<file path="src/rtl/ram_write_arbiter_if.sv">
`default_nettype none
// ============================================================================
// Module      : ram_write_arbiter_if
// Description : Bundles the two requester handshakes and the RAM write port
//               signals of ram_write_arbiter.
//               master : requester / RAM side (drives valid, addr, data)
//               slave  : arbiter side (drives ready, RAM write port, busy)
// Ports       : req0_valid/addr/data/ready, req1_valid/addr/data/ready,
//               ram_address_write, ram_data_write, ram_write_enable, busy
// Revision    : 1.0 - initial release
// ============================================================================
interface ram_write_arbiter_if #(
   parameter int D_WIDTH = 19,
   parameter int A_WIDTH = 5
);
   logic               req0_valid;
   logic [A_WIDTH-1:0] req0_addr;
   logic [D_WIDTH-1:0] req0_data;
   logic               req0_ready;
   logic               req1_valid;
   logic [A_WIDTH-1:0] req1_addr;
   logic [D_WIDTH-1:0] req1_data;
   logic               req1_ready;
   logic [A_WIDTH-1:0] ram_address_write;
   logic [D_WIDTH-1:0] ram_data_write;
   logic               ram_write_enable;
   logic               busy;

   modport master (
      output req0_valid, req0_addr, req0_data,
      output req1_valid, req1_addr, req1_data,
      input  req0_ready, req1_ready,
      input  ram_address_write, ram_data_write, ram_write_enable, busy
   );

   modport slave (
      input  req0_valid, req0_addr, req0_data,
      input  req1_valid, req1_addr, req1_data,
      output req0_ready, req1_ready,
      output ram_address_write, ram_data_write, ram_write_enable, busy
   );
endinterface
`default_nettype wire

</file>
<file path="src/rtl/ram_write_arbiter.sv">
`default_nettype none
// ============================================================================
// Module      : ram_write_arbiter
// Description : Shares the single write port of the 32x19 data RAM between
//               requester 0 (core store path) and requester 1 (loader/debug).
//               Valid/ready handshake, round-robin on contention, registered
//               address/data/write-enable toward the RAM.
//               Optional macro RAM_WRITE_ARB_CLEAR_EN compiles in a post-reset
//               sweep that zeroes every RAM word before traffic is accepted.
// Ports       : clk   - system clock, rising edge
//               rst_n - asynchronous active-low reset
//               bus   - ram_write_arbiter_if.slave: requester handshakes,
//                       RAM write port (address, data, enable) and busy
// Revision    : 1.0 - initial release
// ============================================================================
module ram_write_arbiter #(
   parameter int D_WIDTH = 19,
   parameter int A_WIDTH = 5,
   parameter int A_MAX   = 32
) (
   input  wire logic           clk,
   input  wire logic           rst_n,
   ram_write_arbiter_if.slave  bus
);

   generate
      if (A_MAX != (1 << A_WIDTH)) begin : g_bad_a_max
         $error("ram_write_arbiter: A_MAX must equal 2**A_WIDTH");
      end
   endgenerate

   logic [A_WIDTH-1:0] addr_q, addr_d;
   logic [D_WIDTH-1:0] data_q, data_d;
   logic               we_q, we_d;
   logic               last_grant_q, last_grant_d;
   logic               run;
   logic               ready0, ready1;

`ifdef RAM_WRITE_ARB_CLEAR_EN
   typedef enum logic [0:0] {
      ST_RUN   = 1'b0,
      ST_CLEAR = 1'b1
   } state_t;

   localparam logic [A_WIDTH-1:0] C_LAST_WORD = A_WIDTH'(A_MAX - 1);

   state_t             state_q, state_d;
   logic [A_WIDTH-1:0] clr_cnt_q, clr_cnt_d;

   assign run      = (state_q == ST_RUN);
   assign bus.busy = (state_q == ST_CLEAR);
`else
   // No sweep: the block is in RUN whenever reset is released. Gating with
   // rst_n keeps both ready outputs low while reset is held.
   assign run      = rst_n;
   assign bus.busy = 1'b0;
`endif

   // Winner selection: a lone valid requester wins; on a tie the requester
   // that did not win last time is served.
   always_comb begin
      ready0 = run && bus.req0_valid && (!bus.req1_valid ||  last_grant_q);
      ready1 = run && bus.req1_valid && (!bus.req0_valid || !last_grant_q);
   end

   assign bus.req0_ready = ready0;
   assign bus.req1_ready = ready1;

   always_comb begin
      addr_d       = addr_q;
      data_d       = data_q;
      we_d         = 1'b0;
      last_grant_d = last_grant_q;
`ifdef RAM_WRITE_ARB_CLEAR_EN
      state_d      = state_q;
      clr_cnt_d    = clr_cnt_q;
`endif
      if (ready0) begin
         addr_d       = bus.req0_addr;
         data_d       = bus.req0_data;
         we_d         = 1'b1;
         last_grant_d = 1'b0;
      end else if (ready1) begin
         addr_d       = bus.req1_addr;
         data_d       = bus.req1_data;
         we_d         = 1'b1;
         last_grant_d = 1'b1;
      end
`ifdef RAM_WRITE_ARB_CLEAR_EN
      // Both readies are low in CLEAR, so this overrides nothing live.
      if (state_q == ST_CLEAR) begin
         addr_d    = clr_cnt_q;
         data_d    = '0;
         we_d      = 1'b1;
         clr_cnt_d = clr_cnt_q + 1'b1;
         if (clr_cnt_q == C_LAST_WORD) begin
            state_d = ST_RUN;
         end
      end
`endif
   end

   always_ff @(posedge clk or negedge rst_n) begin
      if (!rst_n) begin
         addr_q       <= '0;
         data_q       <= '0;
         we_q         <= 1'b0;
         last_grant_q <= 1'b1;
`ifdef RAM_WRITE_ARB_CLEAR_EN
         state_q      <= ST_CLEAR;
         clr_cnt_q    <= '0;
`endif
      end else begin
         addr_q       <= addr_d;
         data_q       <= data_d;
         we_q         <= we_d;
         last_grant_q <= last_grant_d;
`ifdef RAM_WRITE_ARB_CLEAR_EN
         state_q      <= state_d;
         clr_cnt_q    <= clr_cnt_d;
`endif
      end
   end

   assign bus.ram_address_write = addr_q;
   assign bus.ram_data_write    = data_q;
   assign bus.ram_write_enable  = we_q;

endmodule
`default_nettype wire

</file>
<file path="src/flat_wrapper.sv">
// flat-port wrapper written by rule: the top's interface ports become plain ports
module ram_write_arbiter_flat 
#(
   parameter int D_WIDTH = 19,
   parameter int A_WIDTH = 5,
   parameter int A_MAX   = 32
)
  (clk, rst_n, bus_req0_valid, bus_req0_addr, bus_req0_data, bus_req1_valid, bus_req1_addr, bus_req1_data, bus_req0_ready, bus_req1_ready, bus_ram_address_write, bus_ram_data_write, bus_ram_write_enable, bus_busy);
  ram_write_arbiter_if #(.D_WIDTH(D_WIDTH), .A_WIDTH(A_WIDTH)) bus_i ();
  input  wire logic clk;
  input  wire logic rst_n;
  input wire logic [$bits(bus_i.req0_valid)-1:0] bus_req0_valid;
  input wire logic [$bits(bus_i.req0_addr)-1:0] bus_req0_addr;
  input wire logic [$bits(bus_i.req0_data)-1:0] bus_req0_data;
  input wire logic [$bits(bus_i.req1_valid)-1:0] bus_req1_valid;
  input wire logic [$bits(bus_i.req1_addr)-1:0] bus_req1_addr;
  input wire logic [$bits(bus_i.req1_data)-1:0] bus_req1_data;
  output wire logic [$bits(bus_i.req0_ready)-1:0] bus_req0_ready;
  output wire logic [$bits(bus_i.req1_ready)-1:0] bus_req1_ready;
  output wire logic [$bits(bus_i.ram_address_write)-1:0] bus_ram_address_write;
  output wire logic [$bits(bus_i.ram_data_write)-1:0] bus_ram_data_write;
  output wire logic [$bits(bus_i.ram_write_enable)-1:0] bus_ram_write_enable;
  output wire logic [$bits(bus_i.busy)-1:0] bus_busy;
  assign bus_i.req0_valid = bus_req0_valid;
  assign bus_i.req0_addr = bus_req0_addr;
  assign bus_i.req0_data = bus_req0_data;
  assign bus_i.req1_valid = bus_req1_valid;
  assign bus_i.req1_addr = bus_req1_addr;
  assign bus_i.req1_data = bus_req1_data;
  assign bus_req0_ready = bus_i.req0_ready;
  assign bus_req1_ready = bus_i.req1_ready;
  assign bus_ram_address_write = bus_i.ram_address_write;
  assign bus_ram_data_write = bus_i.ram_data_write;
  assign bus_ram_write_enable = bus_i.ram_write_enable;
  assign bus_busy = bus_i.busy;
  ram_write_arbiter #(.D_WIDTH(D_WIDTH), .A_WIDTH(A_WIDTH), .A_MAX(A_MAX)) u_core (.clk(clk), .rst_n(rst_n), .bus(bus_i));
endmodule
</file>
<file path="config.mk">
export PLATFORM = sky130hd
export DESIGN_NAME = ram_write_arbiter_flat
export DESIGN_NICKNAME = d
export VERILOG_FILES = /design/src/rtl/ram_write_arbiter_if.sv /design/src/rtl/ram_write_arbiter.sv /design/src/flat_wrapper.sv
export SDC_FILE = /design/constraint.sdc
export NUM_CORES = 1
export LEC_CHECK = 0
export CORE_MARGIN = 4
export CORE_UTILIZATION = 25
export CTS_BUF_LIST = sky130_fd_sc_hd__clkbuf_8
export CTS_CLUSTER_SIZE = 40
export DETAILED_ROUTE_END_ITERATION = 10
export SLEW_MARGIN = 20
export SYNTH_ARGS = -nofsm -noshare
export SYNTH_HDL_FRONTEND = slang
export SYNTH_SLANG_ARGS = --single-unit
</file>
<file path="constraint.sdc">
create_clock -name clk -period 1.4 [get_ports clk]
set_clock_uncertainty 0.15 [all_clocks]
set_input_delay 0.28 -clock clk [delete_from_list [all_inputs] [get_ports clk]]
set_output_delay 0.28 -clock clk [all_outputs]
set_load 0.02 [all_outputs]
</file>
==> results of run 1 <==
-- cell type report --
| class | instances | area (sq um) |
|---|---|---|
| Clock buffer | 4 | 55.1 |
| Fill cell | 462 | 2280 |
| Multi-Input combinational cell | 107 | 752 |
| Sequential cell | 26 | 652 |
| Tap cell | 67 | 83.8 |
| Timing Repair Buffer | 101 | 990 |
-- power by group through the flow --
stage / combinational, mW / sequential (mW) / clock [mW]
final: 1.01 / 0.915 / 0.488
after global routing: 1.08 / 0.932 / 0.528
after CTS: 1.05 / 0.915 / 0.497
after detailed placement: 0.833 / 0.930 / 0
after global placement: 0.834 / 0.926 / 0
after floorplan: 0.244 / 1.06 / 0
-- how the worst min path moves through the flow --
stage / to / slack [ns] / startpoint
finish: u_core.bus.ram_data_write[6] / 0.01 / rst_n
floorplan: u_core.bus.ram_address_write[0] / -0.17 / rst_n
detailed placement: u_core.bus.ram_address_write[4] / 0.39 / u_core.bus.ram_address_write[4]
global route: u_core.bus.ram_data_write[0] / 0.03 / rst_n
CTS: u_core.bus.ram_data_write[6] / 0.01 / rst_n
global placement: u_core.bus.ram_data_write[14] / 0.38 / u_core.bus.ram_data_write[14]
-- cell families after synthesis --
| family | Yosys count | share of synthesized area |
|---|---|---|
| compound gates | 51 | 0.226 |
| buf+inv | 16 | 0.0677 |
| other cells | 1 | 0.00294 |
| simple gates | 55 | 0.192 |
| flops | 26 | 0.511 |
-- critical path, delay by kind of cell --
kind | cells | cell delay, ns
buf+inv | 2 | 0.63
simple gates | 2 | 0.31
-- cell usage in the layout (no fill, tap or decap), types with 2 or more instances in the layout --
cell                              netlist  routed
sky130_fd_sc_hd__clkdlybuf4s50_1        0      49
sky130_fd_sc_hd__dfrtp_1               25      25
sky130_fd_sc_hd__nor2_1                25      24
sky130_fd_sc_hd__a31oi_1               24      23
sky130_fd_sc_hd__o21ai_2                0      22
sky130_fd_sc_hd__clkbuf_2               1      21
sky130_fd_sc_hd__nand3_2                0      14
sky130_fd_sc_hd__nand3_1               24       9
sky130_fd_sc_hd__buf_4                  5       8
sky130_fd_sc_hd__buf_6                  0       6
sky130_fd_sc_hd__buf_12                 0       6
sky130_fd_sc_hd__clkbuf_8               0       4
sky130_fd_sc_hd__nand2_1                3       3
sky130_fd_sc_hd__clkdlybuf4s15_1        0       3
sky130_fd_sc_hd__o21ai_4                0       2
sky130_fd_sc_hd__dlygate4sd2_1          0       2
sky130_fd_sc_hd__buf_8                  0       2
-- flip-flops by register name (all words and copies together) (netlist names) --
signal,count
u_core.bus.ram_data_write,19
u_core.bus.ram_address_write,5
u_core.bus.ram_write_enable,1
u_core.last_grant_q,1
-- per-layer routing --
layer  global-route usage  up-vias
met5                    0        -
met4               0.0326        0
met3               0.0384        2
met2                0.265       53
met1                0.188      691
li1                     -      718
-- through the flow --
stage	setup WS (ns)	power (mW)
after CTS	-0.246	2.46
after global routing	-0.289	2.54
after floorplan	-0.0840	1.30
after detailed placement	-0.756	1.76
final	-0.262	2.41
after global placement	-0.770	1.76
-- repair_timing --
action / in CTS / in global routing
pin swaps: 20 / 14
resized for setup: 142 / 38
setup buffers: 7 / 0
gates cloned: 5 / 1
setup endpoints to repair: 52 / 49
hold buffers: 0 / 0
==> impl_results.md, run 1 <==
- Outcome: complete, but fails checks
- Violations in the final reports: setup timing
- Share of total power consumed by net switching: 0.333
- Most used DFF post-synth: sky130_fd_sc_hd__dfrtp_1
- Post-synthesis to final-layout area growth: 98.6%
- # DRC: 0
- Total die area: approximately 6300 sq um
- Average wire length per cell after detail routing: between 15 and 20 um
- First-iteration detailed-routing DRC count: slightly above 60
- Crit path max-delay cell type: sky130_fd_sc_hd__clkdlybuf4s50_1
- Antenna violations before repair: 0
- Ranking of synthesized cells by area: sky130_fd_sc_hd__dfrtp_1 (49%), sky130_fd_sc_hd__a31oi_1 (12%), sky130_fd_sc_hd__nand3_1 (9.4%), sky130_fd_sc_hd__o21ai_0 (9.0%), sky130_fd_sc_hd__nor2_1 (7.4%)
- Highest achievable clock rate: 602 MHz
- Element type at the critical path start: input port
- Total inserted antenna cells: 0
- Total detailed-routing wirelength: ~4800 um
- Final setup viols: 26
- Proportion of power drawn by flip-flops and latches: 0.380
- Number of core rows: 25
- Grt ovf: 0
- FF-to-FF setup slack: -0.22 ns
- Post-DP HPWL: approximately 3000 um
- CP Cell Sequence: clkdlybuf4s50_1, nand2_1, nor2_4, buf_6
- Path type of the worst min-delay path: input port to asynchronous set/reset pin
- Global-route wire length before repair: about 7500 um
- Cell Int Power: between 1.5 and 2 mW
- Largest net degree at the start of global routing: 27
- H-tree depth reported by CTS: 1
- Routed length on met1: around 2000 um
- Clock tree from TritonCTS: built
- Met3 Routed Length: ~350 um
- Number of vias per cell: about 4.8
- Data arrival time of the critical path: 1.23 ns
- All-layer global routing usage: 0.152
- Total number of nets in the final design: 291
- Net Count, Synth: roughly 200
- Number of warnings issued by yosys: 0
- Commonest cells in the synthesized netlist: sky130_fd_sc_hd__dfrtp_1 (25), sky130_fd_sc_hd__nor2_1 (25), sky130_fd_sc_hd__a31oi_1 (24), sky130_fd_sc_hd__nand3_1 (24), sky130_fd_sc_hd__o21ai_0 (23)
- Clock Pin Slew Worst Setup and Hold Paths: around 0.090 ns
- Worst setup path startpoint: bus_req0_valid
- Hold violation total from the final report: 0
- Post-layout instance count excluding filler cells: 305
- Final total negative setup slack: -4.18 ns
- Area share of the leading cell type in the synthesized netlist: 0.491
- Count of pins on the block boundary: 80
- Worst hold slack: 0.0149 ns
- Core Footprint: around 4800 sq um
- Placed cell area: about 2200 sq um
- Max-slew violation count: 0
- Cells on worst reg2reg path: 6
- Share of the yosys chip area belonging to registers: 0.511
- Sink count of the clock tree: 26
- Met2 wire len: about 2400 um
- Netlist area before placement: 1270 sq um
- Unrepaired setup endpoints after global routing: yes
- Beginning of the worst register-to-register path: u_core.last_grant_q
- Reported leakage power: around 1.0 nW
- Share of cells above drive strength 1: 0.408
- Uppermost signal routing layer after detailed routing: met4
- Total clock buffers created by CTS: 3
- Cell count after synthesis: ~150
- Max Cap Violations: 0
- Clock root cell: sky130_fd_sc_hd__clkbuf_8
- Die Span Y: 79.4 um
- Crit path kind: input port to primary output
- Post-synth EDFFs: 0
- Final ANT Viol Nets: 0
- Deepest clock path buffer count: 2
- Synthesized area per cell: ~8.6 sq um
- Count of buffers from port buffering: about 80
- Register bit total from synthesis: 26
- Vias: roughly 1500
- Required time reported for the critical path endpoint: 0.97 ns
- Placer's final routability congestion estimate: approximately 0.79
- Combinational group share of total power: 0.418
- Switching Power: 803 uW
- Maximum fanout encountered on the critical timing path: 3
- First-pass iteration count of the detailed router: 4
- Critical Path Sink: bus_req0_ready
- Count of placed standard cells including taps: 291
- Final instance area: between 2000 and 3000 sq um
- Number of distinct library cell variants in the gate-level netlist after synthesis: 18
- Initial standard-cell utilization of the core: 0.265
- Clock insertion delay at the later pin of the skew report: ~0.27 ns
- Crit-path max cell delay: 0.51 ns
- Fraction of power consumed by the clock network: 0.202
- Worst R2R End: u_core.bus.ram_address_write[1]
- Fraction of synthesis flops using an asynchronous set or reset pin: 1.00
- Area leader, netlist: sky130_fd_sc_hd__dfrtp_1
- Tmin final: 1.66 ns
- Maximum VDD drop: approximately 0.00045 V
- Number of global-route vias before repair: approximately 1500
- Post-layout utilization of the core: 0.526
- Category of the worst setup path capture point: primary output
- Chip Width: 79.4 um
- Worst path setup slack after routing: -0.262 ns
- Power per cell area: between 900 and 1000 nW/um^2
- Final critical-path share of the clock period: 1.19
(Power assumes the default switching activity.)
==> run 2: changes to the inputs <==
--- a/config.mk
+++ b/config.mk
@@ -10,6 +10,7 @@
 export CTS_BUF_LIST = sky130_fd_sc_hd__clkbuf_8
 export CTS_CLUSTER_SIZE = 40
 export DETAILED_ROUTE_END_ITERATION = 10
+export GPL_TIMING_DRIVEN = 0
 export SLEW_MARGIN = 20
 export SYNTH_ARGS = -nofsm -noshare
 export SYNTH_HDL_FRONTEND = slang
==> impl_results.md, run 2 (synthesis results as in run 1) <==
- Final ANT Viol Nets: 0
- Global-route wire length before repair: ~7200 um
- Switching Power: approximately 760 uW
- Placer's final routability congestion estimate: between 0.7 and 0.8
- Core Footprint: 4820 sq um
- Sink count of the clock tree: 26
- Deepest clock path buffer count: 2
- Antenna violations before repair: 0
- Crit-path max cell delay: about 0.54 ns
- Number of flip-flops in the largest register: 19
- Path type of the worst min-delay path: input port to asynchronous set/reset pin
- Total detailed-routing wirelength: around 4700 um
- Share of cells above drive strength 1: 0.328
- Final critical-path share of the clock period: 1.28
- Reported leakage power: 0.950 nW
- H-tree depth reported by CTS: 1
- Post-synthesis to final-layout area growth: 84.2%
- Number of vias per cell: roughly 4.7
- Max Cap Violations: 0
- Clock insertion delay at the later pin of the skew report: ~0.27 ns
- Die Span Y: roughly 79 um
- Count of pins on the block boundary: 80
- CP Cell Sequence: and2b_2, buf_8, nor2_4, buf_6
- Slew headroom: 0.653
- Power per cell area: a little under 1000 nW/um^2
- Crit path max-delay cell type: sky130_fd_sc_hd__dfstp_2
- Tmin final: between 1.5 and 2 ns
- Total inserted antenna cells: 0
- Data arrival time of the critical path: approximately 1.4 ns
- Count of placed standard cells including taps: between 200 and 300
- Grt ovf: 0
- Outcome: complete, but fails checks
- Element type at the critical path start: flop
- Required time reported for the critical path endpoint: 0.97 ns
- Proportion of power drawn by flip-flops and latches: 0.396
- Category of cells accounting for the largest share of critical-path delay: flip-flops
- Largest net degree at the start of global routing: 31
- Clock Pin Slew Worst Setup and Hold Paths: approximately 0.09 ns
- Number of global-route vias before repair: between 1000 and 1500
- Worst hold slack: -0.286 ns
- Total die area: around 6300 sq um
- Crit path kind: flop to primary output
- Total clock buffers created by CTS: 3
- Number of buffer and inverter instances along the worst setup path: 2
- Hold violation total from the final report: 26
- All-layer global routing usage: 0.145
- Clock root cell: sky130_fd_sc_hd__clkbuf_8
- First-iteration detailed-routing DRC count: 37
- Total number of nets in the final design: a little under 300
- Final setup viols: 26
- Overall Power: roughly 2.3 mW
- Violations in the final reports: hold timing, setup timing
- Highest achievable clock rate: between 500 and 600 MHz
- Combinational group share of total power: 0.388
- Most common cell after layout, fill and taps aside: sky130_fd_sc_hd__clkdlybuf4s50_1
- Most frequent cells in the layout: sky130_fd_sc_hd__clkdlybuf4s50_1 (48), sky130_fd_sc_hd__dfrtp_1 (25), sky130_fd_sc_hd__nor2_1 (24), sky130_fd_sc_hd__a31oi_1 (24), sky130_fd_sc_hd__nand3_1 (20)
- Initial standard-cell utilization of the core: 0.265
- Maximum VDD drop: about 0.00058 V
- Number of core rows: 25
- First-pass iteration count of the detailed router: 4
- Worst-case setup slack after placement: -1.33 ns
- Fraction of power consumed by the clock network: 0.217
- Maximum fanout encountered on the critical timing path: 2
- Count of buffers from port buffering: between 70 and 80
- Placed cell area: ~2100 sq um
- Clock tree from TritonCTS: built
- Cell Int Power: between 1.5 and 2 mW
- Post-layout utilization of the core: 0.488
- Slew at the pin with the worst max-slew slack: about 0.52 ns
- Average wire length per cell after detail routing: between 15 and 20 um
- Post-layout instance count excluding filler cells: slightly above 300
- Final instance area: ~2300 sq um
- Category of the worst setup path capture point: primary output
- Vias: 1448
- Max-slew violation count: 0
- # DRC: 0
- Share of total power consumed by net switching: 0.331
- Chip Width: between 70 and 80 um
- Post-DP HPWL: approximately 3100 um
- Worst path setup slack after routing: -0.389 ns
- Unrepaired setup endpoints after global routing: yes
run 2: cell types whose count changed in the layout (fill, tap and decap cells not counted), sizes merged:
| cell | previous run | this run |
|---|---|---|
| clkdlybuf4s50 | 49 | 48 |
| buf | 24 | 27 |
| clkdlybuf4s15 | 4 | 6 |
| clkbuf | 26 | 25 |
run 2: timing repair:
item | in CTS | in global routing
gates resized for setup | 125 | 35
setup endpoints to repair | 53 | 46
hold endpoints to repair | 26 | 25
setup buffers | 6 | 2
pin swaps | 8 | 10
cloned | 3 | 0
run 2: worst paths after layout:
kind	from	slack [ns]	cells past startpoint	end
worst max-delay path	u_core.last_grant_q	-0.39	4	bus_req0_ready
worst min-delay path	rst_n	-0.29	1	u_core.bus.ram_data_write[9]
worst max register to register	u_core.last_grant_q	-0.35	7	u_core.bus.ram_data_write[2]
worst min register to register	u_core.bus.ram_data_write[16]	0.40	2	u_core.bus.ram_data_write[16]
max in group asynchronous	rst_n	1.10	1	u_core.last_grant_q
min in group clk	rst_n	0.27	3	u_core.last_grant_q
run 2: layout make-up:
| class | count | area [sq um] |
|---|---|---|
| Timing Repair Buffer | 89 | 802 |
| Multi-Input combinational cell | 107 | 636 |
| Sequential cell | 26 | 652 |
| Tap cell | 67 | 83.8 |
| Clock buffer | 4 | 55.1 |
| Fill cell | 507 | 2470 |
| Buffer | 15 | 120 |
run 2: metal layers:
metal  vias up  GRT usage  share of wire
li1        718          -              -
met1       681      0.187           0.43
met2        47      0.241           0.49
met3         2     0.0474          0.075
met4         0     0.0223         0.0026
met5         -          0              0
run 2: power groups by stage:
stage	combinational (mW)	sequential [mW]	clock, mW
2_1_floorplan	0.244	1.06	0
3_3_place_gp	0.814	0.929	0
3_5_place_dp	0.814	0.931	0
4_1_cts	0.910	0.913	0.517
5_1_grt	0.962	0.928	0.549
6_report	0.895	0.912	0.500
run 2: through the flow:
| step | TNS, ns | hold WS, ns |
|---|---|---|
| 3_5_place_dp | -20.39 | 0.206 |
| 2_1_floorplan | -0.304 | -0.166 |
| 4_1_cts | -4.08 | -0.286 |
| 5_1_grt | -6.71 | -0.282 |
| 6_report | -5.44 | -0.286 |
| 3_3_place_gp | -64.33 | 0.343 |
run 2: worst reg2reg max path, delay by kind of cell (launching register included):
kind / cells / cell delay [ns]
buf+inv: 4 / 0.48
simple gates: 1 / 0.23
flops: 1 / 0.54
compound gates: 2 / 0.19
